==> src/rtl/pdm_duty_feeder_if.sv <==
// Sample-in / duty-out bundle between the FIR filter, the duty feeder and the PDM modulator.
// The master drives samples and controls, and the slave returns duty, status and ready.
interface pdm_duty_feeder_if;
    logic signed [15:0] smpl_in;
    logic               smpl_vld;
    logic               smpl_rdy;
    logic [7:0]         volume;
    logic               clr_underrun;
    logic [15:0]        duty;
    logic               duty_upd;
    logic               underrun;

    modport master (
        output smpl_in, smpl_vld, volume, clr_underrun,
        input  smpl_rdy, duty, duty_upd, underrun
    );

    modport slave (
        input  smpl_in, smpl_vld, volume, clr_underrun,
        output smpl_rdy, duty, duty_upd, underrun
    );
endinterface

==> src/rtl/pdm_duty_feeder.sv <==
// Generic FIFO, then a sample feeder: FIFO -> volume scale -> offset-binary duty, one pop per divider tick.
// Duty appears 2 cycles after the tick; smpl_rdy deasserts while the FIFO holds DEPTH entries.
module fifo #(
    parameter int W     = 16,
    parameter int DEPTH = 4
) (
    input  logic         clk,
    input  logic         rst_n,
    input  logic         push,
    input  logic [W-1:0] wdat,
    input  logic         pop,
    output logic [W-1:0] rdat,
    output logic         empty,
    output logic         full
);
    localparam int AW = $clog2(DEPTH);

    logic [W-1:0]  mem [DEPTH];
    logic [AW-1:0] wptr;
    logic [AW-1:0] rptr;
    logic [AW:0]   cnt;
    logic          do_push;
    logic          do_pop;

    assign empty   = (cnt == '0);
    assign full    = (cnt == (AW+1)'(DEPTH));
    assign do_push = push && !full;
    assign do_pop  = pop && !empty;
    assign rdat    = mem[rptr];

    // Power-of-two depth lets the pointers wrap by plain overflow.
    always_ff @(posedge clk or negedge rst_n) begin
        if (!rst_n) begin
            wptr <= '0;
            rptr <= '0;
            cnt  <= '0;
        end else begin
            if (do_push) wptr <= wptr + 1'b1;
            if (do_pop)  rptr <= rptr + 1'b1;
            if (do_push && !do_pop)      cnt <= cnt + 1'b1;
            else if (!do_push && do_pop) cnt <= cnt - 1'b1;
        end
    end

    always_ff @(posedge clk) begin
        if (do_push) mem[wptr] <= wdat;
    end
endmodule

module pdm_duty_feeder #(
    parameter int DEPTH      = 4,
    parameter int SAMPLE_DIV = 1024
) (
    input  logic              clk,
    input  logic              rst_n,
    pdm_duty_feeder_if.slave  bus
);
    localparam int             DW       = $clog2(SAMPLE_DIV);
    localparam logic [DW-1:0]  DIV_LAST = DW'(SAMPLE_DIV - 1);

    logic [DW-1:0]      div_cnt;
    logic               tick;
    logic               push;
    logic               pop;
    logic               fifo_empty;
    logic               fifo_full;
    logic [15:0]        head;
    logic signed [23:0] prod;
    logic [15:0]        scl_q;
    logic               scl_vld;
    logic [15:0]        duty_q;
    logic               upd_q;
    logic               und_q;

    assign tick         = (div_cnt == DIV_LAST);
    assign bus.smpl_rdy = rst_n && !fifo_full;
    assign push         = bus.smpl_vld && bus.smpl_rdy;
    assign pop          = tick && !fifo_empty;

    fifo #(.W(16), .DEPTH(DEPTH)) u_fifo (
        .clk   (clk),
        .rst_n (rst_n),
        .push  (push),
        .wdat  (bus.smpl_in),
        .pop   (pop),
        .rdat  (head),
        .empty (fifo_empty),
        .full  (fifo_full)
    );

    // Volume is zero-extended so 255 stays positive; the product always fits 24 signed bits.
    assign prod = $signed(head) * $signed({1'b0, bus.volume});

    always_ff @(posedge clk or negedge rst_n) begin
        if (!rst_n) begin
            div_cnt <= '0;
            scl_q   <= '0;
            scl_vld <= 1'b0;
            duty_q  <= 16'h8000;
            upd_q   <= 1'b0;
            und_q   <= 1'b0;
        end else begin
            div_cnt <= tick ? '0 : div_cnt + 1'b1;
            scl_vld <= pop;
            if (pop) scl_q <= 16'(prod >>> 8);
            upd_q <= scl_vld;
            if (scl_vld) duty_q <= scl_q ^ 16'h8000;
            // A fresh underrun outranks a clear arriving in the same cycle.
            if (tick && fifo_empty) und_q <= 1'b1;
            else if (bus.clr_underrun) und_q <= 1'b0;
        end
    end

    assign bus.duty     = duty_q;
    assign bus.duty_upd = upd_q;
    assign bus.underrun = und_q;
endmodule

==> src/flat_wrapper.sv <==
// flat-port wrapper written by rule: the top's interface ports become plain ports
module pdm_duty_feeder_flat 
#(
    parameter int DEPTH      = 4,
    parameter int SAMPLE_DIV = 1024
)
  (clk, rst_n, bus_smpl_in, bus_smpl_vld, bus_volume, bus_clr_underrun, bus_smpl_rdy, bus_duty, bus_duty_upd, bus_underrun);
  pdm_duty_feeder_if bus_i ();
  input  logic clk;
  input  logic rst_n;
  input wire logic [$bits(bus_i.smpl_in)-1:0] bus_smpl_in;
  input wire logic [$bits(bus_i.smpl_vld)-1:0] bus_smpl_vld;
  input wire logic [$bits(bus_i.volume)-1:0] bus_volume;
  input wire logic [$bits(bus_i.clr_underrun)-1:0] bus_clr_underrun;
  output wire logic [$bits(bus_i.smpl_rdy)-1:0] bus_smpl_rdy;
  output wire logic [$bits(bus_i.duty)-1:0] bus_duty;
  output wire logic [$bits(bus_i.duty_upd)-1:0] bus_duty_upd;
  output wire logic [$bits(bus_i.underrun)-1:0] bus_underrun;
  assign bus_i.smpl_in = bus_smpl_in;
  assign bus_i.smpl_vld = bus_smpl_vld;
  assign bus_i.volume = bus_volume;
  assign bus_i.clr_underrun = bus_clr_underrun;
  assign bus_smpl_rdy = bus_i.smpl_rdy;
  assign bus_duty = bus_i.duty;
  assign bus_duty_upd = bus_i.duty_upd;
  assign bus_underrun = bus_i.underrun;
  pdm_duty_feeder #(.DEPTH(DEPTH), .SAMPLE_DIV(SAMPLE_DIV)) u_core (.clk(clk), .rst_n(rst_n), .bus(bus_i));
endmodule
==> config.mk <==
export PLATFORM = sky130hd
export DESIGN_NAME = pdm_duty_feeder_flat
export DESIGN_NICKNAME = d
export VERILOG_FILES = /design/src/rtl/pdm_duty_feeder_if.sv /design/src/rtl/pdm_duty_feeder.sv /design/src/flat_wrapper.sv
export SDC_FILE = /design/constraint.sdc
export NUM_CORES = 1
export LEC_CHECK = 0
export CAP_MARGIN = 20
export CORE_MARGIN = 4
export CORE_UTILIZATION = 25
export DETAILED_ROUTE_END_ITERATION = 6
export SETUP_SLACK_MARGIN = 0.5
export SLEW_MARGIN = 20
export SYNTH_ARGS = -nofsm -noshare
export SYNTH_HDL_FRONTEND = slang
export SYNTH_SLANG_ARGS = --single-unit
export TNS_END_PERCENT = 100
==> constraint.sdc <==
create_clock -name clk -period 14.7 [get_ports clk]
set_input_delay 2.94 -clock clk [delete_from_list [all_inputs] [get_ports clk]]
set_output_delay 2.94 -clock clk [all_outputs]
set_load 0.05 [all_outputs]
==> impl_metrics.yaml <==
timing:
  fin_setup_tns_ns: 0
  timing.hold.ws_ns: 0.444
  min_period_over_period: 0.548
  worst-slew-pin-transition_ns: 0.905
  fin_skew_ns: 0.0111
  hold_violations: 0
  period_minus_slack_ns: 8.05
  slew_headroom: 0.397
  finalSetupViolations: 0
  fin_ws_ns: 6.65
  report.final.slew_viol_count: 0
  fmax_ghz: 0.124
  rsz0062_at_grt: "false"
final_layout:
  drive_gt1_frac: 0.0873
  antennaDiodeCount: 0
  utilization: 0.299
  stdcell_area_um2: 10400
  syn2layout_area_growth_pct: 17.1
  stdcell_count: 1291
  nNetsFinal: 1000
power:
  clock_power_share: 0.223
  ir_drop_mv: 0.105
  power_frac_comb: 0.560
  p_int_mw: 1.01
  power_per_cell_area_nw_per_um2: 169
  swShare: 0.429
  pwr-share-seq: 0.217
  cellLeakagePower_nw: 4.60
  switchingPower_mw: 0.754
  p_total_mw: 1.76
grt:
  grt_max_degree: 53
  grt_usage: 0.103
  grt_pass1_wl_mm: 31.9
  grt_pass1_vias: 6072
  antenna_found_initial: 0
  grt_overflow: 0
floorplanning:
  chipWidth_um: 196
  io_pins: 47
  rows: 68
  start_util: 0.255
  fp.coreArea_um2: 34800
  die_y_um: 196
  die-area_um2: 38600
run:
  drv_cap: 0
clock_network:
  cts_made_buffers: 17
  cts_hold_buf: 0
  cts_sinks: 116
  clk_latency_ns: 0.42
  cts_tree: "built"
  htree_levels: 4
  cts.repair.resized: 0
  clockBufferDepth: 2
  cts_root_buffer: "clkbuf_16"
  post_cts_buffers: 0
  clk_pin_slew_ns: 0.06
synth:
  ys_seq_elements: 116
  synth_ff_type: "edfxtp_1"
  synth_edf_count: 64
  synth_cell_type_count: 60
  synthArstFlopShare: 0.448
  syn_inst: 774
  yosys_warnings: 0
  ys_seq_area_frac: 0.364
  syn-num-nets: 951
  syn_area_um2: 8870
  avgSynthCellArea_um2: 11.5
setup_path:
  startpoint_type: "input port"
  crit_path_cell_trace: "clkdlybuf4s50_1 > nand2_1 > fa_1 > inv_1 > fa_1 > fa_1 > inv_1 > fa_1 > inv_1 > ha_1 > and2_1 > nand3_1 > a21boi_1 > o311ai_4 > o21ai_1 > nor3_1 > a311o_1"
  crit_type: "in -> reg"
  cp_slowest_stage_delay_ns: 0.85
  cpMostUsedCell: "fa_1"
  critical_path_buf_inv_count: 4
  cpLargestDelayFamily: "adder cells"
  endpoint_kind: "flop"
  cpMaxStageDelayCell: "clkdlybuf4s50_1"
  crit_fanout: 16
  cp.required_ns: 15.00
  arrival_ns: 8.36
worst_hold_path:
  hold_class: "reg -> reg"
route:
  num_vias: 5483
  antenna_left: 0
  drt_iter0_drc: 246
  wl_mm: 18.3
  wl_per_cell_um: 14.2
  drc: 0
  dr.pass1.iters: 6
  viasPerCell: 4.25
place:
  hpwlAfterDp_mm: 14.3
  placed_cell_area_um2: 9830
  place.gp.congestion: 0.832
  io_buffers: 46
  place_inst: 1259
  preCtsSetupSlack_ns: 6.22
outcome:
  outcome: "finished clean"
-- layer usage --
metal  wire length [um]  GRT usage
met5                  0          0
met4                307     0.0315
met3                595     0.0229
met2               8850      0.175
met1               8520      0.133
-- flip-flops by register name, indices dropped and copies added, names as in the netlist --
name                 flops
u_core.bus.duty         16
u_core.bus.duty_upd      1
u_core.bus.underrun      1
u_core.div_cnt          10
u_core.scl_q            16
u_core.scl_vld           1
u_core.u_fifo.cnt        3
u_core.u_fifo.mem       64
u_core.u_fifo.rptr       2
u_core.u_fifo.wptr       2
-- worst reg2reg max path: cells and delay by family, from the launching register on --
family / cells / cell delay, ns
flops: 1 / 0.89
fa+ha+maj: 5 / 2.45
simple gates: 4 / 0.52
compound gates: 4 / 1.46
mux: 1 / 0.52
buf+inv: 3 / 0.14
-- path summary, 6_finish.rpt --
kind                                       startpoint                    end  slack (ns)  depth (start not counted)
worst min register to register       u_core.scl_q[15]    u_core.bus.duty[15]        0.44                          1
max in group asynchronous                       rst_n  u_core.u_fifo.rptr[1]       11.43                          2
worst min-delay path                 u_core.scl_q[15]    u_core.bus.duty[15]        0.44                          1
min in group asynchronous                       rst_n        u_core.scl_q[3]        2.80                          2
worst max-delay path                    bus_volume[4]       u_core.scl_q[15]        6.65                         17
worst max register to register  u_core.u_fifo.rptr[1]       u_core.scl_q[15]        8.61                         17
-- Yosys cell counts (3+ instances only) --
cell / n / area share
inv_1: 149 / 0.063
fa_1: 100 / 0.23
nand2_1: 91 / 0.039
and2_1: 68 / 0.048
edfxtp_1: 64 / 0.22
dfrtp_1: 51 / 0.14
ha_1: 49 / 0.069
xnor2_1: 23 / 0.023
o21ai_0: 18 / 0.010
mux2_2: 16 / 0.020
nor2_1: 15 / 0.0063
clkbuf_1: 12 / 0.0051
mux4_2: 10 / 0.025
and3_1: 8 / 0.0056
xor2_1: 8 / 0.0079
nand3_1: 7 / 0.0039
nor3_1: 7 / 0.0039
a21oi_1: 6 / 0.0034
mux4_1: 6 / 0.018
a21o_1: 5 / 0.0042
o21ai_1: 5 / 0.0028
buf_2: 4 / 0.0023
a211oi_1: 3 / 0.0025
a31oi_1: 3 / 0.0021
and4_1: 3 / 0.0030
or3_1: 3 / 0.0021
-- kinds of logic after synthesis --
| logic type | share of synthesized area |
|---|---|
| flip-flops | 0.364 |
| AND/OR/NAND/NOR | 0.125 |
| AO/OA/AOI/OAI | 0.0478 |
| adder cells (fa/ha/maj) | 0.295 |
| multiplexers | 0.0657 |
| buffers and inverters | 0.0725 |
| XOR/XNOR | 0.0306 |
-- area by class of cell --
type                    instances  area (um2)
flip-flops and latches        116        3220
repair buffers                 49         478
well taps                     455         569
multi-input cells             490        5000
inverters                     149         559
clock inverters                15         131
fillers                      3537       24400
clock buffers                  17         425
-- cells in the final DEF, fill, tap and decap left out, drive strengths merged, types with 3 or more instances in the layout --
| cell | Yosys | routed |
|---|---|---|
| a211oi | 4 | 4 |
| a21boi | 4 | 4 |
| a21o | 5 | 5 |
| a21oi | 7 | 7 |
| a31oi | 3 | 3 |
| and2 | 69 | 69 |
| and3 | 8 | 8 |
| and4 | 3 | 3 |
| buf | 7 | 4 |
| clkbuf | 12 | 17 |
| clkdlybuf4s50 | 0 | 45 |
| dfrtp | 51 | 51 |
| edfxtp | 64 | 64 |
| fa | 100 | 100 |
| ha | 49 | 49 |
| inv | 149 | 160 |
| mux2 | 16 | 16 |
| mux4 | 16 | 16 |
| nand2 | 91 | 91 |
| nand3 | 7 | 7 |
| nor2 | 16 | 16 |
| nor3 | 8 | 8 |
| o21ai | 24 | 24 |
| or3 | 3 | 3 |
| xnor2 | 23 | 23 |
| xor2 | 8 | 8 |
-- power by group through the flow --
| stage | clock (mW) | sequential (mW) | combinational, mW |
|---|---|---|---|
| finish | 0.393 | 0.382 | 0.985 |
| global route | 0.420 | 0.384 | 1.15 |
| CTS | 0.405 | 0.382 | 1.00 |
| detailed placement | 0 | 0.388 | 0.995 |
| global placement | 0 | 0.387 | 0.982 |
| floorplan | 0 | 0.385 | 0.777 |
Power figures use the tool's default switching activity.
